**src/rtl/cpu_pkg.sv**
```systemverilog
// Shared definitions for the forwarding/hazard control slice: register width,
// muxD select codes and the in-flight pipeline entry layout.
package cpu_pkg;

  localparam int REG_AW = 3;

  // muxD operand-select codes (2'b11 is reserved and never driven)
  localparam logic [1:0] FWD_RF    = 2'b00;  // register file (data_0)
  localparam logic [1:0] FWD_EXMEM = 2'b01;  // EX/MEM result (data_1)
  localparam logic [1:0] FWD_MEMWB = 2'b10;  // MEM/WB result (data_2)

  // One in-flight instruction as seen by the forwarding logic
  typedef struct packed {
    logic              valid;
    logic [REG_AW-1:0] rd;
    logic              we;
    logic              load;
  } pipe_ent_t;

  localparam int PIPE_ENT_W = $bits(pipe_ent_t);

endpackage

```
**src/rtl/fwd_sel_cmp.sv**
```systemverilog
// Combinational comparator: one source register against the EX and MEM
// entries, producing the muxD select. The EX entry is younger and wins.
// Register 0 never forwards; an unused source always selects the regfile.
module fwd_sel_cmp
  import cpu_pkg::*;
#(
  parameter int REG_AW = cpu_pkg::REG_AW
) (
  input  logic [REG_AW-1:0] i_src,
  input  logic              i_used,
  input  logic              i_ex_valid,
  input  logic              i_ex_we,
  input  logic [REG_AW-1:0] i_ex_rd,
  input  logic              i_mem_valid,
  input  logic              i_mem_we,
  input  logic [REG_AW-1:0] i_mem_rd,
  output logic [1:0]        o_sel
);

  logic w_ex_hit;
  logic w_mem_hit;

  assign w_ex_hit  = i_used & i_ex_valid & i_ex_we &
                     (i_ex_rd != '0) & (i_ex_rd == i_src);
  assign w_mem_hit = i_used & i_mem_valid & i_mem_we &
                     (i_mem_rd != '0) & (i_mem_rd == i_src);

  // Youngest producer has priority
  always_comb begin
    o_sel = FWD_RF;
    if (w_ex_hit) begin
      o_sel = FWD_EXMEM;
    end else if (w_mem_hit) begin
      o_sel = FWD_MEMWB;
    end
  end

endmodule

```
**src/rtl/fwd_hazard_ctrl.sv**
```systemverilog
// Forwarding/hazard control: tracks destinations of instructions in EX, MEM
// and WB, registers the muxD selects for the instruction entering EX, raises
// a one-cycle load-use stall and keeps a saturating stall-cycle counter.
// dbg_wb exposes the WB entry {valid, rd, we, load} for debug.
module fwd_hazard_ctrl
  import cpu_pkg::*;
#(
  parameter int REG_AW = cpu_pkg::REG_AW,
  parameter int CNT_W  = 16
) (
  input  logic              clk,
  input  logic              rst,
  input  logic              id_valid,
  input  logic [REG_AW-1:0] id_rs1,
  input  logic [REG_AW-1:0] id_rs2,
  input  logic              id_rs1_used,
  input  logic              id_rs2_used,
  input  logic [REG_AW-1:0] id_rd,
  input  logic              id_rd_we,
  input  logic              id_is_load,
  input  logic              flush,
  output logic [1:0]        sel_a,
  output logic [1:0]        sel_b,
  output logic              stall,
  output logic [CNT_W-1:0]  stall_count,
  output logic [REG_AW+2:0] dbg_wb
);

  // Entry layout matches cpu_pkg::pipe_ent_t but follows the REG_AW parameter
  typedef struct packed {
    logic              valid;
    logic [REG_AW-1:0] rd;
    logic              we;
    logic              load;
  } ent_t;

  ent_t             r_ex;
  ent_t             r_mem;
  ent_t             r_wb;
  logic [1:0]       r_sel_a;
  logic [1:0]       r_sel_b;
  logic [CNT_W-1:0] r_stall_count;

  logic [1:0]       w_sel_a;
  logic [1:0]       w_sel_b;
  logic             w_hazard;

  fwd_sel_cmp #(.REG_AW(REG_AW)) u_cmp_a (
    .i_src       (id_rs1),
    .i_used      (id_rs1_used),
    .i_ex_valid  (r_ex.valid),
    .i_ex_we     (r_ex.we),
    .i_ex_rd     (r_ex.rd),
    .i_mem_valid (r_mem.valid),
    .i_mem_we    (r_mem.we),
    .i_mem_rd    (r_mem.rd),
    .o_sel       (w_sel_a)
  );

  fwd_sel_cmp #(.REG_AW(REG_AW)) u_cmp_b (
    .i_src       (id_rs2),
    .i_used      (id_rs2_used),
    .i_ex_valid  (r_ex.valid),
    .i_ex_we     (r_ex.we),
    .i_ex_rd     (r_ex.rd),
    .i_mem_valid (r_mem.valid),
    .i_mem_we    (r_mem.we),
    .i_mem_rd    (r_mem.rd),
    .o_sel       (w_sel_b)
  );

  // An EX-stage hit on a load cannot be forwarded yet: the data exists only in WB
  assign w_hazard = id_valid & r_ex.load &
                    ((w_sel_a == FWD_EXMEM) | (w_sel_b == FWD_EXMEM));
  // Flush kills the consumer, so no stall is needed; reset forces it low at once
  assign stall    = w_hazard & ~flush & ~rst;

  assign sel_a       = r_sel_a;
  assign sel_b       = r_sel_b;
  assign stall_count = r_stall_count;
  assign dbg_wb      = r_wb;

  // Advance the pipeline entries, insert bubbles on flush/stall, register sels
  always_ff @(posedge clk or posedge rst) begin
    if (rst) begin
      r_ex          <= '0;
      r_mem         <= '0;
      r_wb          <= '0;
      r_sel_a       <= FWD_RF;
      r_sel_b       <= FWD_RF;
      r_stall_count <= '0;
    end else begin
      r_wb  <= r_mem;
      r_mem <= r_ex;
      if (flush | stall) begin
        r_ex    <= '0;
        r_sel_a <= FWD_RF;
        r_sel_b <= FWD_RF;
      end else begin
        r_ex.valid <= id_valid;
        r_ex.rd    <= id_rd;
        r_ex.we    <= id_rd_we;
        r_ex.load  <= id_is_load;
        r_sel_a    <= w_sel_a;
        r_sel_b    <= w_sel_b;
      end
      if (stall && (r_stall_count != {CNT_W{1'b1}})) begin
        r_stall_count <= r_stall_count + 1'b1;
      end
    end
  end

endmodule

```
**config.mk**
```make
export PLATFORM = sky130hd
export DESIGN_NAME = fwd_hazard_ctrl
export DESIGN_NICKNAME = d
export VERILOG_FILES = /design/src/rtl/cpu_pkg.sv /design/src/rtl/fwd_sel_cmp.sv /design/src/rtl/fwd_hazard_ctrl.sv
export SDC_FILE = /design/constraint.sdc
export NUM_CORES = 1
export LEC_CHECK = 0
export BUFFER_PORTS_ARGS = -buffer_cell sky130_fd_sc_hd__buf_2
export CAP_MARGIN = 25
export CORE_MARGIN = 2
export CORE_UTILIZATION = 50
export CTS_CLUSTER_SIZE = 12
export DETAILED_ROUTE_END_ITERATION = 8
export GPL_ROUTABILITY_DRIVEN = 0
export PLACE_DENSITY = 0.76
export SETUP_SLACK_MARGIN = 0.05
export SLEW_MARGIN = 30
export SYNTH_ARGS = -nofsm -noshare
export SYNTH_HDL_FRONTEND = slang
export SYNTH_HIERARCHICAL = 1
export SYNTH_SLANG_ARGS = --single-unit
```
**constraint.sdc**
```tcl
create_clock -name clk -period 4.6 [get_ports clk]
set_input_delay 0.23 -clock clk [delete_from_list [all_inputs] [get_ports clk]]
set_output_delay 0.23 -clock clk [all_outputs]
set_load 0.01 [all_outputs]
```
# == Yosys cells after proc, flatten, opt, wreduce, memory -nomap -nowiden ==
# Cells that the tools add are included.
# Widths: inputs -> output; s select.
# classes
bitwise_logic,24
eq_ne,7
add_sub_neg,1
n_mux,7
n_reduce_logical,3
# op_table
operator,count
$and 1x1->1,20
$add 16x1->16 const B,1
$ne 16x16->1 const B,1
$eq 3x3->1,4
$mux 2,6
$mux 6,1
$reduce_bool 3->1,2
$eq 2x1->1 const B,2
$not 1->1,2
$or 1x1->1,2
$logic_and 1x1->1,1
# totals
ff_bits,38
inputBits,17

# == Logic depth before layout (Yosys ltp) ==
# logic_depth
word_depth,13
depth_mapped,9
depth_no_buf,8

# == Cells and area by module ==
# Netlist, hierarchy kept.
# by_module_without_submodules
mod,seq_area_each_um2,cells_each,area_per_inst_um2,instances
fwd_hazard_ctrl,950.9,110,1481.4,1
fwd_sel_cmp,0.0,15,106.4,2

# == Worst setup path before layout ==
# Ideal clock, no wire load.
# synth_timing
kind,reg2reg
start,reg r_ex[2] in the netlist's numbering
end,"reg r_stall_count[11], in the netlist stall_count[11]"
stages_incl_launch_ff,9
arrival_time_ps,2004
path_slack_ps,2517
setup_ps,79
cell_sequence,dfrtp_1 > xnor2_1 > nand4_1 > a211oi_2 > nor4_2 > nand2b_1 > a2111oi_2 > nor3b_1 > xor2_1
# synth_between
elab_chain_len,10
# synth_rtl
element,line,source
start: declaration,fwd_hazard_ctrl.sv:37,ent_t r_ex;
$reduce_bool 3->1,fwd_sel_cmp.sv:24,(i_ex_rd != '0) & (i_ex_rd == i_src);
$and 1x1->1,fwd_sel_cmp.sv:23,assign w_ex_hit = i_used & i_ex_valid & i_ex_we &
$and 1x1->1 (*),fwd_sel_cmp.sv:24,
net u_cmp_a.w_ex_hit,fwd_sel_cmp.sv:20,logic w_ex_hit;
$mux 2 (*),fwd_sel_cmp.sv:31,if (w_ex_hit) begin
net w_sel_a[1],fwd_hazard_ctrl.sv:44,logic [1:0] w_sel_a;
$eq 2x1->1 (*),fwd_hazard_ctrl.sv:74,((w_sel_a == FWD_EXMEM) | (w_sel_b == FWD_EXMEM));
$or 1x1->1 (*),fwd_hazard_ctrl.sv:74,
$and 1x1->1 (*),fwd_hazard_ctrl.sv:73,assign w_hazard = id_valid & r_ex.load &
$and 1x1->1 (*) (2 in a row),fwd_hazard_ctrl.sv:76,assign stall = w_hazard & ~flush & ~rst;
$logic_and 1x1->1 (*),fwd_hazard_ctrl.sv:107,if (stall && (r_stall_count != {CNT_W{1'b1}})) begin
end signal: assignment,fwd_hazard_ctrl.sv:108,r_stall_count <= r_stall_count + 1'b1;
end: declaration,fwd_hazard_ctrl.sv:42,logic [CNT_W-1:0] r_stall_count;
# Mark *: on every way through the listed nets, which the timed path passes. The rest lies on a longest branch.
# A chain may end at the register's enable or synchronous reset.

# == Final worst setup path ==
# layout_timing
start,reg r_ex[3] in the netlist's numbering
end,out stall
# layout_between
elab_chain_len,9
# layout_rtl
element,line,source
$reduce_bool 3->1,fwd_sel_cmp.sv:24,
$and 1x1->1,fwd_sel_cmp.sv:23,
$and 1x1->1 (*),fwd_sel_cmp.sv:24,
$mux 2 (*),fwd_sel_cmp.sv:31,
net w_sel_a[0],fwd_hazard_ctrl.sv:44,
$eq 2x1->1 (*),fwd_hazard_ctrl.sv:74,
$or 1x1->1 (*),fwd_hazard_ctrl.sv:74,
$and 1x1->1 (*),fwd_hazard_ctrl.sv:73,
$and 1x1->1 (*) (2 in a row),fwd_hazard_ctrl.sv:76,
end: declaration,fwd_hazard_ctrl.sv:24,"output logic stall,"
# Marked as above.

==> metrics <==
status=completed; Die H=62.21 um; Starting Density=51.58%; Logic pwr share=6.4%; Post-DP HPWL=2.393 mm; RSZ-0062 raised after global routing=false; FF+latch count, synth=38; Reg2Reg Depth=7; setup tns final=0 ns; Die Area=3870 um2; Chip Width=62.21 um; placed insts=227; largest net degree at the start of global routing=39; WS Path Type=reg -> out; top cell type's share of synthesized area=56.13%; Worst EP required=4.37 ns; final worst setup slack=2.024 ns; num rows=21; Pre-Repair DR Iteration Count=4; Worst EP arrival=2.35 ns; Clock Skew=0.01111 ns; crit-path cells=o21ai_0, a211oi_2, nor4_2, nand2b_1, a21o_1, inv_1, buf_2; CTS tree=built; total gr overflow=0; H-tree levels=2; clock power share=32.1%; Reg clk slew, reported paths=0.11 ns; area leader, netlist=dfrtp_1; Critical R2R Launch=r_ex[3]; Synth Instances=140; HP Start=id_rd[0]; Internal=0.4308 mW; FF-to-FF End=sel_a[1]; crit path buf inv count=2; Core Box Area=3284 um2; post-synth cell types=35; Sw Pwr=0.1357 mW; ys async rst share=100.0%; total chip power=0.5665 mW; fraction of layout cells with a size suffix above 1=33.16%; maximum root-to-sink buffer count=2; crit start category=flip-flop; Avg WL per Cell=13.75 um; fin crit share=56.01%; hold crit path type=in -> reg; Fmax=0.3881 GHz; Area Growth Syn to Fin=19.72%; Post-Synthesis Cell Area=1694 um2; Slew HR=64.50%; clk_lat worst skew=0.35 ns; Max VDD drop=0.1891 mV; CTS Root Cell=clkbuf_4; commonest cells in the netlist=dfrtp_1 (38), xor2_1 (13), and2_1 (10), xnor2_1 (9), nand4_1 (8); final hold violation count=0; Leakage=1.030 nW; Setup Buffers After CTS=0; ANT cells=0; Filler Cell Count=276; num ports=44; ANT nets after route=0; final setup violation count=0; ranking of synthesized cells by area=dfrtp_1 (56%), xor2_1 (6.7%), xnor2_1 (4.7%); Setup WS pre-CTS=2.069 ns; Syn Area/Cell=12.10 um2; Via Count=1235; critical path peak fanout=11; count of pins over their slew limit=0; Post-Syn Nets=158; r2r setup slk=2.05 ns; first-pass GRT wire length=5.685 mm; CP max stage delay=0.45 ns; Crit-path slowest cell=dfrtp_1; CP top delay family=compound AO/OA/AOI/OAI gates; NumNets Final=207; Yosys warning count=6; gr usage total=19.08%; sequential share of power=61.5%; worst hold margin=0.07130 ns; power per cell area=279.3 nW/um2; vias in the first global route=1184; fin crit period=2.576 ns; worst-margin pin slew=0.5285 ns; Crit. End Element=output pin; Most used DFF post-synth=dfrtp_1; DR vias/cell=5.233; initial antenna violation count=0; Total Routed Length=3.244 mm; final std cells w/o fill=236; sequential area share after synthesis=56.13%; clock sink total=38; WHS Path Cells=2; Sw Ratio=23.96%; Worst Hold End=r_ex[2]; Remaining DRCs=0; cell with the most instances after synthesis=dfrtp_1; initial drt markers=33; Post-synth EDFFs=0; Port Buf Inserts=43; max cap viols=0; CTS buffer count=5
## sequential cells by signal, indices dropped and copies added (netlist names)
register / flops
stall_count: 16
dbg_wb: 6
r_ex: 6
r_mem: 6
sel_a: 2
sel_b: 2
## cells by family (layout without fill, tap and decap cells)
logic type | after synthesis | after routing | synth area share [%]
mux | 2 | 2 | 1.551
fa+ha+maj | 1 | 1 | 0.7384
compound gates | 9 | 9 | 4.505
buf+inv | 6 | 56 | 1.846
xor+xnor | 22 | 22 | 11.37
simple gates | 62 | 62 | 23.86
flops | 38 | 38 | 56.13
## area by class of cell
cell class / count / area, um2 / share of cell area, %
tap: 46 / 57.56 / 2.838
timing repair buffer: 45 / 232.7 / 11.47
inverter: 3 / 11.26 / 0.5552
clock inverter: 2 / 12.51 / 0.6169
clock buffer: 6 / 51.30 / 2.529
sequential: 38 / 950.9 / 46.88
multi-input combinational: 96 / 711.9 / 35.10
## stage by stage
step	area, um2	util (%)
5_1_grt	2028	61.75
2_1_floorplan	1694	-
3_5_place_dp	1954	59.50
4_1_cts	2028	61.75
3_3_place_gp	1954	59.50
6_report	2028	61.75
## power groups by stage
stage          logic, mW  registers [mW]  clock network, mW
5_1_grt           0.0405           0.349              0.200
3_3_place_gp      0.0343           0.354                  0
4_1_cts           0.0369           0.348              0.187
2_1_floorplan     0.0177           0.355                  0
3_5_place_dp      0.0363           0.355                  0
6_report          0.0364           0.348              0.182
## cell usage in the layout (no fill, tap or decap), types with 2 or more instances in the layout
| cell | netlist | layout |
|---|---|---|
| nor3_1 | 6 | 6 |
| nor2b_1 | 2 | 2 |
| nand4_1 | 8 | 8 |
| nand2b_1 | 2 | 2 |
| nor4_1 | 2 | 2 |
| a211oi_2 | 2 | 2 |
| nand2_1 | 7 | 7 |
| xor2_1 | 13 | 13 |
| o21ai_0 | 2 | 2 |
| inv_1 | 3 | 3 |
| nor4_2 | 2 | 2 |
| and2_1 | 10 | 10 |
| dfrtp_1 | 38 | 38 |
| nand3_1 | 6 | 6 |
| clkbuf_4 | 0 | 5 |
| xnor2_1 | 9 | 9 |
| nor2_1 | 6 | 6 |
| nand4b_1 | 2 | 2 |
| a21oi_1 | 2 | 2 |
| buf_2 | 1 | 43 |
## how the worst max path moves through the flow
| stage | slack (ns) | depth (start not counted) | end | startpoint |
|---|---|---|---|---|
| 2_1_floorplan | 2.52 | 8 | stall_count[11] | r_ex[2] |
| 3_3_place_gp | 2.23 | 7 | sel_a[1] | r_ex[3] |
| 3_5_place_dp | 2.07 | 7 | sel_a[1] | r_ex[2] |
| 4_1_cts | 2.02 | 7 | stall | r_ex[2] |
| 5_1_grt | 1.76 | 7 | sel_a[1] | r_ex[3] |
| 6_report | 2.02 | 7 | stall | r_ex[3] |
## metal layers
metal | routed length [um] | global-route usage, %
met3 | 135 | 5.616
met4 | 74 | 9.444
met5 | 0 | 0
met2 | 1619 | 31.39
met1 | 1413 | 22.99
## what timing repair did
item                                   CTS  global route
gates resized for setup                  0             0
endpoints found under the hold margin   38             0
hold buffers                             1             0
Power figures use the tool's default switching activity.
